### src/rtl/game_pkg.sv
// Shared definitions for the game sequencer, the pulse generator and the
// display decoder: phase encoding, field widths and default phase lengths.
package game_pkg;

  typedef enum logic [2:0] {
    IDLE   = 3'd0,
    PRELIM = 3'd1,
    GAME   = 3'd2,
    ANSWER = 3'd3,
    POST   = 3'd4,
    DONE   = 3'd5
  } phase_t;

  localparam int LEVEL_W = 5;
  localparam int SEC_W   = 5;

  localparam int DEF_PRELIM_SEC = 3;
  localparam int DEF_GAME_SEC   = 10;
  localparam int DEF_ANSWER_SEC = 10;
  localparam int DEF_POST_SEC   = 3;
  // Cumulative level*5M period decrement stays positive only up to level 5.
  localparam int DEF_MAX_LEVEL  = 5;

  // True when v fits a 5-bit seconds/level field and is non-zero.
  function automatic bit inFieldRange(input int v);
    return (v >= 1) && (v <= 31);
  endfunction

endpackage

### src/rtl/sec_down_timer.sv
// Whole-second down counter for the phase timer.
//   Clk100M  system clock
//   reset    synchronous, active-high; clears the count
//   load     load loadVal this cycle (wins over the tick)
//   loadVal  phase length to load
//   tick     1 Hz strobe
//   secLeft  seconds remaining
//   expire   tick while secLeft==1 (combinational); the owner reloads on it
module sec_down_timer
  import game_pkg::*;
(
  input  logic             Clk100M,
  input  logic             reset,
  input  logic             load,
  input  logic [SEC_W-1:0] loadVal,
  input  logic             tick,
  output logic [SEC_W-1:0] secLeft,
  output logic             expire
);

  assign expire = tick && (secLeft == SEC_W'(1));

  // The count stops at 1: the final tick is consumed by the owner's reload,
  // so a timed phase never shows 0. A zero count (IDLE/DONE) ignores ticks.
  always_ff @(posedge Clk100M) begin
    if (reset) begin
      secLeft <= '0;
    end else if (load) begin
      secLeft <= loadVal;
    end else if (tick && (secLeft > SEC_W'(1))) begin
      secLeft <= secLeft - SEC_W'(1);
    end
  end

endmodule

### src/rtl/game_phase_ctrl.sv
// Game sequencer: IDLE -> PRELIM -> GAME -> ANSWER -> POST -> (PRELIM | DONE),
// each timed phase measured in Clk1Hz ticks.
//   Clk100M, reset             clock and synchronous active-high reset
//   Clk1Hz                     one-cycle 1 Hz tick
//   start                      begin a game (IDLE only)
//   answerValid/answerCorrect  player answer strobe and its verdict (ANSWER only)
//   prelimPeriod..postPeriod   registered one-hot phase decode
//   level, levelChng           current level and one-cycle pulse after it rises
//   secLeft                    seconds remaining in the timed phase, else 0
//   lastCorrect, win, gameOver result of last answer and sticky end flags
module game_phase_ctrl
  import game_pkg::*;
#(
  parameter int PRELIM_SEC = DEF_PRELIM_SEC,
  parameter int GAME_SEC   = DEF_GAME_SEC,
  parameter int ANSWER_SEC = DEF_ANSWER_SEC,
  parameter int POST_SEC   = DEF_POST_SEC,
  parameter int MAX_LEVEL  = DEF_MAX_LEVEL
) (
  input  logic               Clk100M,
  input  logic               reset,
  input  logic               Clk1Hz,
  input  logic               start,
  input  logic               answerValid,
  input  logic               answerCorrect,
  output logic               prelimPeriod,
  output logic               gamePeriod,
  output logic               answerPeriod,
  output logic               postPeriod,
  output logic [LEVEL_W-1:0] level,
  output logic               levelChng,
  output logic [SEC_W-1:0]   secLeft,
  output logic               lastCorrect,
  output logic               win,
  output logic               gameOver
);

  if (!inFieldRange(PRELIM_SEC) || !inFieldRange(GAME_SEC) ||
      !inFieldRange(ANSWER_SEC) || !inFieldRange(POST_SEC) ||
      !inFieldRange(MAX_LEVEL)) begin : gParamCheck
    $error("game_phase_ctrl: phase lengths and MAX_LEVEL must be in 1..31");
  end

  localparam logic [LEVEL_W-1:0] MAX_LEVEL_V = LEVEL_W'(MAX_LEVEL);

  phase_t           state, nextState;
  logic             load, expire;
  logic [SEC_W-1:0] loadVal;
  logic             levelUp, levelUpPend;
  logic             setWin, setOver;
  logic             capture, captureVal;

  sec_down_timer uTimer (
    .Clk100M (Clk100M),
    .reset   (reset),
    .load    (load),
    .loadVal (loadVal),
    .tick    (Clk1Hz),
    .secLeft (secLeft),
    .expire  (expire)
  );

  always_comb begin
    nextState  = state;
    levelUp    = 1'b0;
    setWin     = 1'b0;
    setOver    = 1'b0;
    capture    = 1'b0;
    captureVal = 1'b0;
    loadVal    = '0;
    unique case (state)
      IDLE:   if (start) nextState = PRELIM;
      PRELIM: if (expire) nextState = GAME;
      GAME:   if (expire) nextState = ANSWER;
      ANSWER: begin
        // A submission arriving with the final tick still counts.
        if (answerValid) begin
          nextState  = POST;
          capture    = 1'b1;
          captureVal = answerCorrect;
        end else if (expire) begin
          nextState  = POST;
          capture    = 1'b1;
          captureVal = 1'b0;
        end
      end
      POST: begin
        if (expire) begin
          if (!lastCorrect) begin
            setOver   = 1'b1;
            nextState = DONE;
          end else if (level < MAX_LEVEL_V) begin
            levelUp   = 1'b1;
            nextState = PRELIM;
          end else begin
            setWin    = 1'b1;
            nextState = DONE;
          end
        end
      end
      DONE:    nextState = DONE;
      default: nextState = IDLE;
    endcase
    // The timer is reloaded with the length of whichever phase is entered;
    // entering DONE loads 0 so secLeft reads 0 there.
    unique case (nextState)
      PRELIM:  loadVal = SEC_W'(PRELIM_SEC);
      GAME:    loadVal = SEC_W'(GAME_SEC);
      ANSWER:  loadVal = SEC_W'(ANSWER_SEC);
      POST:    loadVal = SEC_W'(POST_SEC);
      default: loadVal = '0;
    endcase
  end

  assign load = (nextState != state);

  always_ff @(posedge Clk100M) begin
    if (reset) begin
      state        <= IDLE;
      prelimPeriod <= 1'b0;
      gamePeriod   <= 1'b0;
      answerPeriod <= 1'b0;
      postPeriod   <= 1'b0;
      level        <= LEVEL_W'(1);
      levelUpPend  <= 1'b0;
      levelChng    <= 1'b0;
      lastCorrect  <= 1'b0;
      win          <= 1'b0;
      gameOver     <= 1'b0;
    end else begin
      state        <= nextState;
      prelimPeriod <= (nextState == PRELIM);
      gamePeriod   <= (nextState == GAME);
      answerPeriod <= (nextState == ANSWER);
      postPeriod   <= (nextState == POST);
      // levelChng lags the level update by one cycle so the symbol-rate
      // generator samples an already-stable level.
      levelUpPend  <= levelUp;
      levelChng    <= levelUpPend;
      if ((state == IDLE) && start) begin
        level       <= LEVEL_W'(1);
        lastCorrect <= 1'b0;
      end
      if (levelUp) level <= level + LEVEL_W'(1);
      if (capture) lastCorrect <= captureVal;
      if (setWin)  win <= 1'b1;
      if (setOver) gameOver <= 1'b1;
    end
  end

endmodule
### config.mk
export PLATFORM = sky130hd
export DESIGN_NAME = game_phase_ctrl
export DESIGN_NICKNAME = d
export VERILOG_FILES = /design/src/rtl/game_pkg.sv /design/src/rtl/sec_down_timer.sv /design/src/rtl/game_phase_ctrl.sv
export SDC_FILE = /design/constraint.sdc
export NUM_CORES = 1
export LEC_CHECK = 0
export CORE_MARGIN = 3
export CORE_UTILIZATION = 45
export CTS_CLUSTER_SIZE = 40
export DETAILED_ROUTE_END_ITERATION = 6
export PLACE_DENSITY_LB_ADDON = 0.12
export SYNTH_ARGS = -nofsm -noshare
export SYNTH_HDL_FRONTEND = slang
export SYNTH_SLANG_ARGS = --single-unit
### constraint.sdc
create_clock -name Clk100M -period 2.2 [get_ports Clk100M]
set_input_delay 0.33 -clock Clk100M [delete_from_list [all_inputs] [get_ports Clk100M]]
set_output_delay 0.33 -clock Clk100M [all_outputs]
set_load 0.01 [all_outputs]
Yosys cells after proc, flatten, opt, wreduce, memory -nomap -nowiden
Index checks and enable logic that the tools add are counted.

Equal/unequal tests: 11. Reduce and logical (&&, ||, !) cells: 9. Mux-type cells: 32. $add $sub $neg: 2. Order comparisons: 2.

Operators with widths (count): 3-bit two-way mux (8); 5-bit two-way mux (4); 1-bit two-way mux (18); 3-bit case mux with 6 select lines (1); 3-bit by 2-bit equality test with 1-bit output (second input constant) (4); 3-bit equality test (second input constant) (3); 4-bit case mux with 2 select lines (1); 3-bit by 1-bit equality test with 1-bit output (second input constant) (2); 2-bit nonzero test (3); 5-bit by 1-bit adder with 5-bit output (second input constant) (1); 5-bit by 1-bit equality test with 1-bit output (second input constant) (1); 5-bit by 1-bit > comparator with 1-bit output (second input constant) (1); 5-bit by 3-bit less-than comparator with 1-bit output (second input constant) (1); 5-bit by 1-bit subtractor with 5-bit output (second input constant) (1); 2-bit OR reduction (2); 1-bit logical AND (3); 3-bit zero test (1); 3-bit != test (1).

Logic and storage cells: 68. Input bits: 6. Output and inout port bits: 18. Register bits after elaboration: 22.

Depth between registers and ports, before layout
Gate-level depths: netlist of run 1.

Word-level depth: 9. Mapped depth: 8. Depth with buffers taken out: 7.

Hierarchy
Synthesis of run 1 repeated with hierarchy kept, for this count alone.

Cells, all modules: 133. Area, all modules: 1188.6 um^2.

Modules (own cells, without submodules): game_phase_ctrl (sequential area each 340.3 um^2, area an instance 852.1 um^2, cells each 91, instances 1); sec_down_timer (sequential area each 100.1 um^2, area an instance 336.6 um^2, cells each 42, instances 1).

Worst setup path after synthesis of run 1
OpenSTA, ideal clock, no wires.

Kind: flip-flop to flip-flop. Start point: reg uTimer.secLeft[1]. End point: reg uTimer.secLeft[1]. Cell stages (with the launch flop): 9. Period minus slack after synthesis: 1.898 ns. Required time: 2.121 ns. Setup slack: 0.302 ns. Data arrival time: 1.818 ns. Setup time: 0.079 ns. Buffers on the path: 1. Cells stage by stage: dfxtp_1 > inv_1 > ha_1 > and2_4 > buf_6 > a311o_1 > a22o_4 > and2_4 > a211oi_2.

Longest elaborated chain between the ends: 9. Elaborated cells on any way between the ends: 22. Classes of those cells: add/sub (1); order compare (1); eq/ne (6); mux (9); reduce/logical (5).

Ends and longest elaborated chain: start, declared (RTL line sec_down_timer.sv:17) `output logic [SEC_W-1:0] secLeft,`; start signal, assigned (RTL line sec_down_timer.sv:29) `secLeft <= loadVal;`; start signal, assigned (RTL line sec_down_timer.sv:31) `secLeft <= secLeft - SEC_W'(1);`; 5-bit by 1-bit equality test with 1-bit output (RTL line sec_down_timer.sv:21) `assign expire = tick && (secLeft == SEC_W'(1));`; 1-bit logical AND (RTL line sec_down_timer.sv:21); 3-bit two-way mux (RTL line game_phase_ctrl.sv:81) `end else if (expire) begin`; 3-bit two-way mux (RTL line game_phase_ctrl.sv:77) `if (answerValid) begin`; 3-bit case mux with 6 select lines (RTL line game_phase_ctrl.sv:71) `unique case (state)`; 3-bit by 1-bit equality test with 1-bit output (tied with other cells) (RTL line game_phase_ctrl.sv:106) `unique case (nextState)`; 2-bit OR reduction (no line); 4-bit case mux with 2 select lines (RTL line game_phase_ctrl.sv:106); 5-bit two-way mux (RTL line sec_down_timer.sv:28) `end else if (load) begin`.

Parallel ways exist; a longest one is shown, timed or not. The select of a mux whose other input is x is not followed. A chain may end at the register's enable or synchronous reset.

Worst setup path in the final report of run 1
Ends and elaborated chain as after synthesis.

==> results by group, run 1 <==
Worst setup path
  • Slowest stage delay, CP: 0.40 ns
  • R2r setup slk: 0.29 ns
  • Critical-path top delay cell: dfxtp_1
  • CP Max Fanout: 8
  • CP startpoint: uTimer.secLeft[1]
  • CP startpoint kind: flop
  • Crit-path cells: inv_1, ha_1, and2_4, a311o_1, a22o_4, and2_4, a211oi_2
  • Critical Path End: uTimer.secLeft[1]
  • Kind of critical path: flop to flop
  • Bufs and invs on worst path: 1
  • Most frequent CP cell: and2_4
  • Top delay family on crit path: compound AO/OA/AOI/OAI gates
  • Critical Path AT: 2.15 ns
  • Reg2reg end: uTimer.secLeft[1]
  • Crit. End Element: flop
  • Critical path required time: 2.43 ns
  • WP depth: 7
  • R2r worst-path depth: 7
  • Reg-to-Reg Start: uTimer.secLeft[1]

Floorplanning
  • Die area: 3101 um2
  • Initial core utilization: 0.4882
  • Core box area: 2276 um2
  • Die Y: 55.69 um
  • Row cnt: 17
  • Die X: 55.69 um
  • I/O pin count: 24

Synthesis
  • Area contributors post-synth: dfxtp_1 40%, nor2_1 5.4%, ha_1 3.4%
  • Mapped Area: 1111 um2
  • Yosys warns: 0
  • Yosys top cell area share: 0.3964
  • Most numerous cell in the Yosys netlist: dfxtp_1
  • Post-synth top cells: 22 x dfxtp_1, 16 x nor2_1, 8 x nand2_1
  • FF+latch count, synth: 22
  • Synth Flop Type: dfxtp_1
  • Post-synth top area cell: dfxtp_1
  • Synth Area per Inst: 8.889 um2
  • FFs w/ async S/R, synth: 0
  • Sequential-to-total area share from yosys stat: 0.3964
  • Syn nets: 134
  • Post-synth EDFFs: 0
  • Mapped Cells: 125
  • Unique cell type count in the Yosys netlist: 43

GRT
  • Initial antenna violation count: 0
  • GRT Total Usage: 0.1560
  • Largest net degree at the start of global routing: 22
  • Vias in the first global route: 911
  • GR Overflow Total: 0
  • Global-route wire length before repair: 3981 um

Worst hold path
  • Min-delay worst type: flop to flop
  • WHS Path Cells: 1

Layout
  • Reg area: 440.4 um2
  • Area of the multi-input gates: 629.4 um2
  • Nets: 160
  • Finished Cell Area: 1413 um2
  • Antenna cell count: 0
  • Share of cells above drive strength 1: 0.1400
  • # fillers: 194
  • Area grow syn2layout: 27.14%

Clocking
  • CTS sink count: 22
  • Max clock buf depth: 2
  • Clock-pin transition on the worst setup and hold timing paths: 0.12 ns
  • Post-CTS Setup Inserts: 0
  • Clk root buf: clkbuf_4
  • Clk Latency, worst-skew pair: 0.31 ns
  • Post-CTS sizing: 0
  • # H-tree levels: 1
  • CTS Buf Count: 3
  • Hold Buf Count CTS: 0
  • CTS tree: done

Route
  • DR vias/cell: 5.506
  • Post-DRT Antenna Nets: 0
  • Initial DRC count: 23
  • DRT Pass-1 Iters: 4
  • DR vias: 980
  • Average wire per standard cell: 13.02 um
  • Final WL: 2318 um
  • Residual DRC: 0

Timing
  • Slew Viols, Final: 0
  • Max Freq: 522.8 MHz
  • Setup TNS: 0 ns
  • Worst-Margin Slew: 0.4874 ns
  • RSZ-0062 raised after global routing: no
  • Minimum clock period: 1.913 ns
  • Fin crit share: 0.8694
  • Clock Skew: 0.005545 ns
  • # setup viols final: 0
  • Final Hold Fails: 0
  • Relative slew margins: 0.6716

Power and ir drop
  • P_leak: 0.0005309 uW
  • Pwr dens: 700.8 nW/um2
  • Maximum vdd ir drop: 0.5839 mV

Run status
  • Status: finished clean

Flow run
  • Max-Cap Viols: 0

Placed design
  • RePlAce Congestion: 0.7778
  • DP Area: 1376 um2
  • Buffers on Ports: 23
  • Post-DP HPWL: 1748 um
==> state kept, by name (all words and copies together), names as in the netlist <==
signal,count
gamePeriod,1
postPeriod,1
uTimer.secLeft,5
levelChng,1
prelimPeriod,1
level,5
levelUpPend,1
lastCorrect,1
answerPeriod,1
state,3
win,1
gameOver,1
==> per-stage QoR <==
step                setup WS (ns)  hold slack (ns)    util  total power, uW  instances
finish                     0.2873           0.4492  0.6207            990.0        178
global route               0.1987           0.4743  0.6207             1052        178
CTS                        0.2602           0.4571  0.6207             1004        178
detailed placement         0.1556           0.4274  0.6047            780.7        174
global placement           0.2128           0.4205  0.6047            769.2        174
floorplan                  0.3025           0.4092       -            674.3        125
==> how the worst min path moves through the flow <==
| stage | startpoint | slack, ns | to |
|---|---|---|---|
| after floorplan | reset | 0.41 | state[0] |
| after global placement | levelUpPend | 0.42 | levelChng |
| after detailed placement | levelUpPend | 0.43 | levelChng |
| after CTS | levelUpPend | 0.46 | levelChng |
| after global routing | levelUpPend | 0.47 | levelChng |
| final | levelUpPend | 0.45 | levelChng |
==> area by class of cell <==
class	instances	share of cell area
inverter	3	0.007972
clock buffer	4	0.02569
timing repair buffer	27	0.1842
sequential	22	0.3118
tap	28	0.02480
multi-input combinational	94	0.4455
==> logic make-up (layout without fill, tap and decap cells) <==
kind of cell | after synthesis | count (layout) | synth area share
AND/OR/NAND/NOR | 58 | 58 | 0.2984
AO/OA/AOI/OAI | 26 | 26 | 0.1768
flip-flops | 22 | 22 | 0.3964
buffers and inverters | 9 | 34 | 0.03716
XOR/XNOR | 5 | 5 | 0.03942
adder cells (fa/ha/maj) | 3 | 3 | 0.03379
multiplexers | 2 | 2 | 0.01802
==> worst reg2reg max path: cells and delay by family (launching register included) <==
| kind | cells | cell delay [ns] |
|---|---|---|
| adders and majority gates | 1 | 0.22 |
| buffers and inverters | 1 | 0.10 |
| DFF | 1 | 0.40 |
| and+or+nand+nor | 2 | 0.34 |
| AOI/OAI and AO/OA | 3 | 0.78 |
==> power by group <==
group / internal, uW / switching (uW)
combinational: 155 / 153
sequential: 423 / 39.1
clock: 101 / 119
total: 679 / 311
==> cells in the final DEF, fill, tap and decap left out, types with 2 or more instances in the layout <==
cell type,n
and2_4,2
nor3_1,5
or2_2,2
clkdlybuf4s50_1,23
o211ai_2,2
nand4_1,2
inv_1,3
nand2_1,8
dfxtp_1,22
a31oi_1,2
ha_1,3
buf_4,4
xor2_1,3
a21oi_1,6
nand3b_1,2
o21ai_0,4
and3b_1,2
clkbuf_4,3
xnor2_1,2
mux2i_1,2
nor3b_1,2
nor2_1,16
nand3_1,5
nor2b_1,4
==> metal layers <==
metal	global-route usage	up-vias	wire, um
met5	0	-	0
met4	0.02778	0	12
met3	0.04176	2	90
met2	0.2821	23	1186
met1	0.1845	461	1028
li1	-	494	-
(Power assumes the default switching activity.)
==> run 2, diff against run 1 <==
--- a/config.mk
+++ b/config.mk
@@ -5,11 +5,14 @@
 export SDC_FILE = /design/constraint.sdc
 export NUM_CORES = 1
 export LEC_CHECK = 0
+export CORE_ASPECT_RATIO = 0.5
 export CORE_MARGIN = 3
 export CORE_UTILIZATION = 45
 export CTS_CLUSTER_SIZE = 40
 export DETAILED_ROUTE_END_ITERATION = 6
 export PLACE_DENSITY_LB_ADDON = 0.12
+export SLEW_MARGIN = 40
 export SYNTH_ARGS = -nofsm -noshare
 export SYNTH_HDL_FRONTEND = slang
+export SYNTH_HIERARCHICAL = 1
 export SYNTH_SLANG_ARGS = --single-unit
==> run 2 against run 1 <==
Against the previous run:
- largest power group unchanged
- cell count rose by 15%
- sequential cell count did not move
- critical path type unchanged
- clock power rose by 73%
- first-iteration DRC count rose by 65%
- clock skew fell by 0.0030 ns
- setup slack got worse by 0.13 ns
- fmax fell by 6.4%
- register-to-register slack got worse by 0.13 ns
- hold slack got worse by 0.0022 ns
- combinational power rose by 6.5%
==> results by group, run 2 <==
Clocking
  • Clk root buf: clkbuf_8
  • # H-tree levels: 1
  • Post-CTS Setup Inserts: 0
  • Max clock buf depth: 2
  • CTS sink count: 22
  • Clock-pin transition on the worst setup and hold timing paths: 0.08 ns
  • Clk Latency, worst-skew pair: 0.27 ns
  • CTS tree: done
  • CTS Buf Count: 3
  • Post-CTS sizing: 0
  • Hold Buf Count CTS: 0

Synthesis
  • Sequential-to-total area share from yosys stat: 0.3705
  • Synth Area per Inst: 8.937 um2
  • Synth Flop Type: dfxtp_1
  • Post-synth top area cell: dfxtp_1
  • Most numerous cell in the Yosys netlist: dfxtp_1
  • FFs w/ async S/R, synth: 0
  • Post-synth EDFFs: 0
  • Post-synth top cells: 22 x dfxtp_1, 17 x nor2_1, 8 x nand2_1
  • Yosys top cell area share: 0.3705
  • Mapped Area: 1189 um2
  • FF+latch count, synth: 22
  • Unique cell type count in the Yosys netlist: 52
  • Yosys warns: 6
  • Mapped Cells: 133
  • Area contributors post-synth: dfxtp_1 37%, nor2_1 5.4%, ha_1 3.2%

Timing
  • Setup TNS: 0 ns
  • Final Hold Fails: 0
  • Fin crit share: 0.9289
  • Minimum clock period: 2.044 ns
  • RSZ-0062 raised after global routing: no
  • Max Freq: 489.3 MHz
  • Slew Viols, Final: 0
  • Clock Skew: 0.002510 ns
  • Relative slew margins: 0.6055
  • Worst-Margin Slew: 0.5899 ns
  • # setup viols final: 0

Worst setup path
  • Critical path required time: 2.38 ns
  • Kind of critical path: flop to flop
  • Crit. End Element: flop
  • Critical Path AT: 2.22 ns
  • CP startpoint kind: flop
  • CP Max Fanout: 6

Placed design
  • RePlAce Congestion: 0.8018
  • Buffers on Ports: 23
  • Post-DP HPWL: 1926 um
  • # placed instances: 201

Floorplanning
  • Die Y: 42.34 um
  • Die area: 3332 um2
  • I/O pin count: 24
  • Row cnt: 12
  • Core box area: 2357 um2
  • Die X: 78.69 um
  • Initial core utilization: 0.5042

GRT
  • Vias in the first global route: 967
  • GRT Total Usage: 0.1686
  • Initial antenna violation count: 0
  • Largest net degree at the start of global routing: 16
  • Global Route met2 Usage: 0.2648
  • Met1 GRT Util: 0.2270
  • Layer with the highest usage: met2
  • Global-route wire length before repair: 4416 um
  • GR Overflow Total: 0
  • Grt met3 use: 0.04936

Layout
  • Most common cell after layout, fill and taps aside: clkdlybuf4s50_1
  • Area grow syn2layout: 35.37%
  • Largest registers: level (5), uTimer/secLeft (5), state (3)
  • Nets: 180
  • Share of cells above drive strength 1: 0.2176
  • Most frequent cells in the layout: 23 x clkdlybuf4s50_1, 21 x dfxtp_1, 17 x nor2_1
  • Antenna cell count: 0
  • # fillers: 209
  • Final Non-Filler Cells: 205

Worst hold path
  • Min-delay worst type: flop to flop

Power and ir drop
  • P_leak: 0.0006539 uW
  • Pwr dens: 718.4 nW/um2
  • Maximum vdd ir drop: 0.3418 mV

Route
  • Average wire per standard cell: 12.61 um
  • Final WL: 2586 um
  • DR vias/cell: 5.161
  • DRT Pass-1 Iters: 4
  • Post-DRT Antenna Nets: 0
  • Residual DRC: 0
  • DR vias: 1058
  • Initial DRC count: 38

Run status
  • Status: finished clean

Flow run
  • Max-Cap Viols: 0
==> run 2: cell families after synthesis <==
group | count (synthesis) | synth area share
AO/OA/AOI/OAI | 34 | 0.2137
XOR/XNOR | 1 | 0.007370
adder cells (fa/ha/maj) | 3 | 0.03158
buffers and inverters | 14 | 0.06316
flip-flops | 22 | 0.3705
multiplexers | 3 | 0.02526
other | 1 | 0.003155
AND/OR/NAND/NOR | 55 | 0.2853
==> run 2: area by class of cell <==
cell class	count	area [um2]	share of cell area
well taps	35	43.79	0.02722
multi-input cells	98	683.2	0.4246
repair buffers	37	335.3	0.2084
flip-flops and latches	22	441.7	0.2745
clock inverters	1	30.03	0.01866
inverters	9	33.78	0.02100
clock buffers	3	41.29	0.02566
==> run 2: routing by layer <==
metal,routed length [um],vias to the layer above
met1,1311,479
li1,-,543
met5,0,-
met3,190,3
met4,19,0
met2,1066,33
==> run 2: critical path, stage by stage (launching register included) <==
cell      delay, ns
dfxtp_2        0.33
inv_1          0.05
ha_1           0.19
and4b_2        0.25
buf_4          0.17
o21ai_2        0.12
o21ai_1        0.07
a32o_2         0.25
xor2_1         0.15
nor2_1         0.10
nor2_1         0.05
a311oi_1       0.22
==> run 2: metrics by stage <==
stage                     hold slack, ns  total power (uW)  utilization  instance area, um2  setup slack, ns
after detailed placement          0.4359             780.0       0.6492                1530         -0.03037
final                             0.4470              1156       0.6826                1609           0.1564
after CTS                         0.4548              1157       0.6794                1602           0.1313
after floorplan                   0.3946             648.4            -                1192           0.2120
after global placement            0.4187             774.4       0.6492                1530         0.006721
after global routing              0.4765              1222       0.6826                1609         0.004170
==> run 2: worst paths after layout <==
path,from,endpoint,slack (ns),cells past startpoint
worst min-delay path,levelUpPend,levelChng,0.45,1
worst max-delay path,uTimer/secLeft[1],uTimer/secLeft[0],0.16,11
worst max register to register,uTimer/secLeft[1],uTimer/secLeft[0],0.16,11
worst min register to register,levelUpPend,levelChng,0.45,1
==> run 2: power breakdown <==
group          internal [uW]  total, uW  switching, uW
Combinational            165        328            162
Sequential               424        447           23.0
Clock                    243        381            138
Total                    832       1160            323
==> run 3, diff against run 2 <==
--- a/config.mk
+++ b/config.mk
@@ -11,6 +11,7 @@
 export CTS_CLUSTER_SIZE = 40
 export DETAILED_ROUTE_END_ITERATION = 6
 export PLACE_DENSITY_LB_ADDON = 0.12
+export SKIP_CTS_REPAIR_TIMING = 1
 export SLEW_MARGIN = 40
 export SYNTH_ARGS = -nofsm -noshare
 export SYNTH_HDL_FRONTEND = slang
==> constraint.sdc (replaced) <==
create_clock -name Clk100M -period 2.35 [get_ports Clk100M]
set_input_delay 0.3525 -clock Clk100M [delete_from_list [all_inputs] [get_ports Clk100M]]
set_output_delay 0.3525 -clock Clk100M [all_outputs]
set_load 0.01 [all_outputs]
==> run 3 against run 2 <==
Against the previous run:
- highest routed layer unchanged
- setup slack improved by 0.080 ns
- largest cell class unchanged
- critical path depth decreased by 2
- largest power group unchanged
- first-iteration DRC count fell by 29%
- clock-buffer cell count is 1 higher
- fmax fell by 3.3%
- via count decreased by 4.6%
- combinational power shrank 23%
- sequential share of layout area grew 1.7 points
- hold slack about the same
- sequential cell count stayed put
- die area is the same
- total power fell by 17%
==> results by group, run 3 (same netlist as run 2, synthesis figures left out) <==
Layout
  • Antenna cell count: 0
  • Area grow syn2layout: 26.95%
  • Finished Cell Area: 1509 um2
  • Share of cells above drive strength 1: 0.1447
  • Largest registers: level (5), uTimer/secLeft (5), state (3)
  • Final Non-Filler Cells: 194
  • Reg area: 440.4 um2
  • Most common cell after layout, fill and taps aside: clkdlybuf4s50_1
  • Most frequent cells in the layout: 23 x clkdlybuf4s50_1, 22 x dfxtp_1, 17 x nor2_1
  • # fillers: 198
  • Area of the multi-input gates: 683.2 um2
  • Nets: 169

Timing
  • Relative slew margins: 0.6275
  • Clock Skew: 0.003684 ns
  • Slew Viols, Final: 0
  • Final Hold Fails: 0
  • Max Freq: 473.2 MHz
  • Final WS setup: 0.2367 ns
  • Fin crit share: 0.8993
  • Min Hold Slack: 0.4469 ns
  • Worst-Margin Slew: 0.5580 ns
  • Setup TNS: 0 ns
  • Minimum clock period: 2.113 ns
  • RSZ-0062 raised after global routing: no
  • # setup viols final: 0

GRT
  • Vias in the first global route: 963
  • GR Overflow Total: 0
  • Largest net degree at the start of global routing: 16
  • GRT Total Usage: 0.1593
  • Initial antenna violation count: 0
  • Global-route wire length before repair: 4360 um

Worst hold path
  • Min-delay worst type: flop to flop
  • Hold_sp: levelUpPend

Floorplanning
  • Die area: 3332 um2
  • Die X: 78.69 um
  • Row cnt: 12
  • Core box area: 2357 um2
  • Initial core utilization: 0.5042
  • I/O pin count: 24
  • Die Y: 42.34 um

Worst setup path
  • Critical path required time: 2.52 ns
  • Reg-to-Reg Start: uTimer/secLeft[1]
  • CP startpoint kind: flop
  • Kind of critical path: flop to flop
  • Crit. End Element: flop
  • CP startpoint: uTimer/secLeft[1]
  • CP Max Fanout: 8
  • Critical Path AT: 2.29 ns

Placed design
  • DP Area: 1448 um2
  • Post-DP HPWL: 1759 um
  • Post-Place Setup Slack: 0.007272 ns
  • # placed instances: 190
  • RePlAce Congestion: 0.8009
  • Buffers on Ports: 23

Route
  • Final WL: 2390 um
  • Post-DRT Antenna Nets: 0
  • Average wire per standard cell: 12.32 um
  • Residual DRC: 0
  • DR vias: 1009
  • DRT Pass-1 Iters: 4
  • Initial DRC count: 27
  • DR vias/cell: 5.201

Power and ir drop
  • P_leak: 0.0005847 uW
  • Pwr dens: 634.4 nW/um2
  • Maximum vdd ir drop: 0.3657 mV

Clocking
  • CTS tree: done
  • # H-tree levels: 1
  • Clk root buf: clkbuf_8
  • CTS sink count: 22
  • Clock-pin transition on the worst setup and hold timing paths: 0.08 ns
  • Max clock buf depth: 2
  • CTS Buf Count: 3
  • Clk Latency, worst-skew pair: 0.26 ns

Run status
  • Status: finished clean

Flow run
  • Max-Cap Viols: 0
==> run 3: final cells by class <==
class                      count  share of cell area
multi-input combinational     98              0.4527
sequential                    22              0.2919
tap                           35             0.02902
timing repair buffer          26              0.1675
inverter                       9             0.02239
clock buffer                   4             0.03648
==> run 3: metal layers <==
layer / share of wire / track usage / up-vias
li1: - / - / 523
met1: 0.52 / 0.2176 / 463
met2: 0.42 / 0.2546 / 21
met3: 0.045 / 0.04936 / 2
met4: 0.0079 / 0.01742 / 0
met5: 0 / 0 / -
==> run 3: path summary, 6_finish.rpt <==
check | end | slack [ns] | depth (start not counted)
hold / removal | levelChng | 0.45 | 1
hold reg to reg | levelChng | 0.45 | 1
setup / recovery | uTimer/secLeft[0] | 0.24 | 9
setup reg to reg | uTimer/secLeft[0] | 0.24 | 9
==> run 3: worst max-delay path, stage by stage (launching register included) <==
cell and delay (ns):
dfxtp_1 0.41, inv_1 0.09, ha_1 0.19, and4b_1 0.26, nor2b_1 0.17, o21ai_0 0.21
o221ai_2 0.20, inv_1 0.18, nor2_1 0.07, a311oi_1 0.24
==> run 3: metrics by stage <==
stage | util | power (uW)
after floorplan | - | 607.0
after global placement | 0.6141 | 687.4
after detailed placement | 0.6141 | 690.3
after CTS | 0.6375 | 964.3
after global routing | 0.6401 | 1009
final | 0.6401 | 957.3
==> run 3: report_power, final <==
group	switching, uW	total, uW	internal, uW
Combinational	128	251	123
Clock	123	273	149
Sequential	37.8	434	396
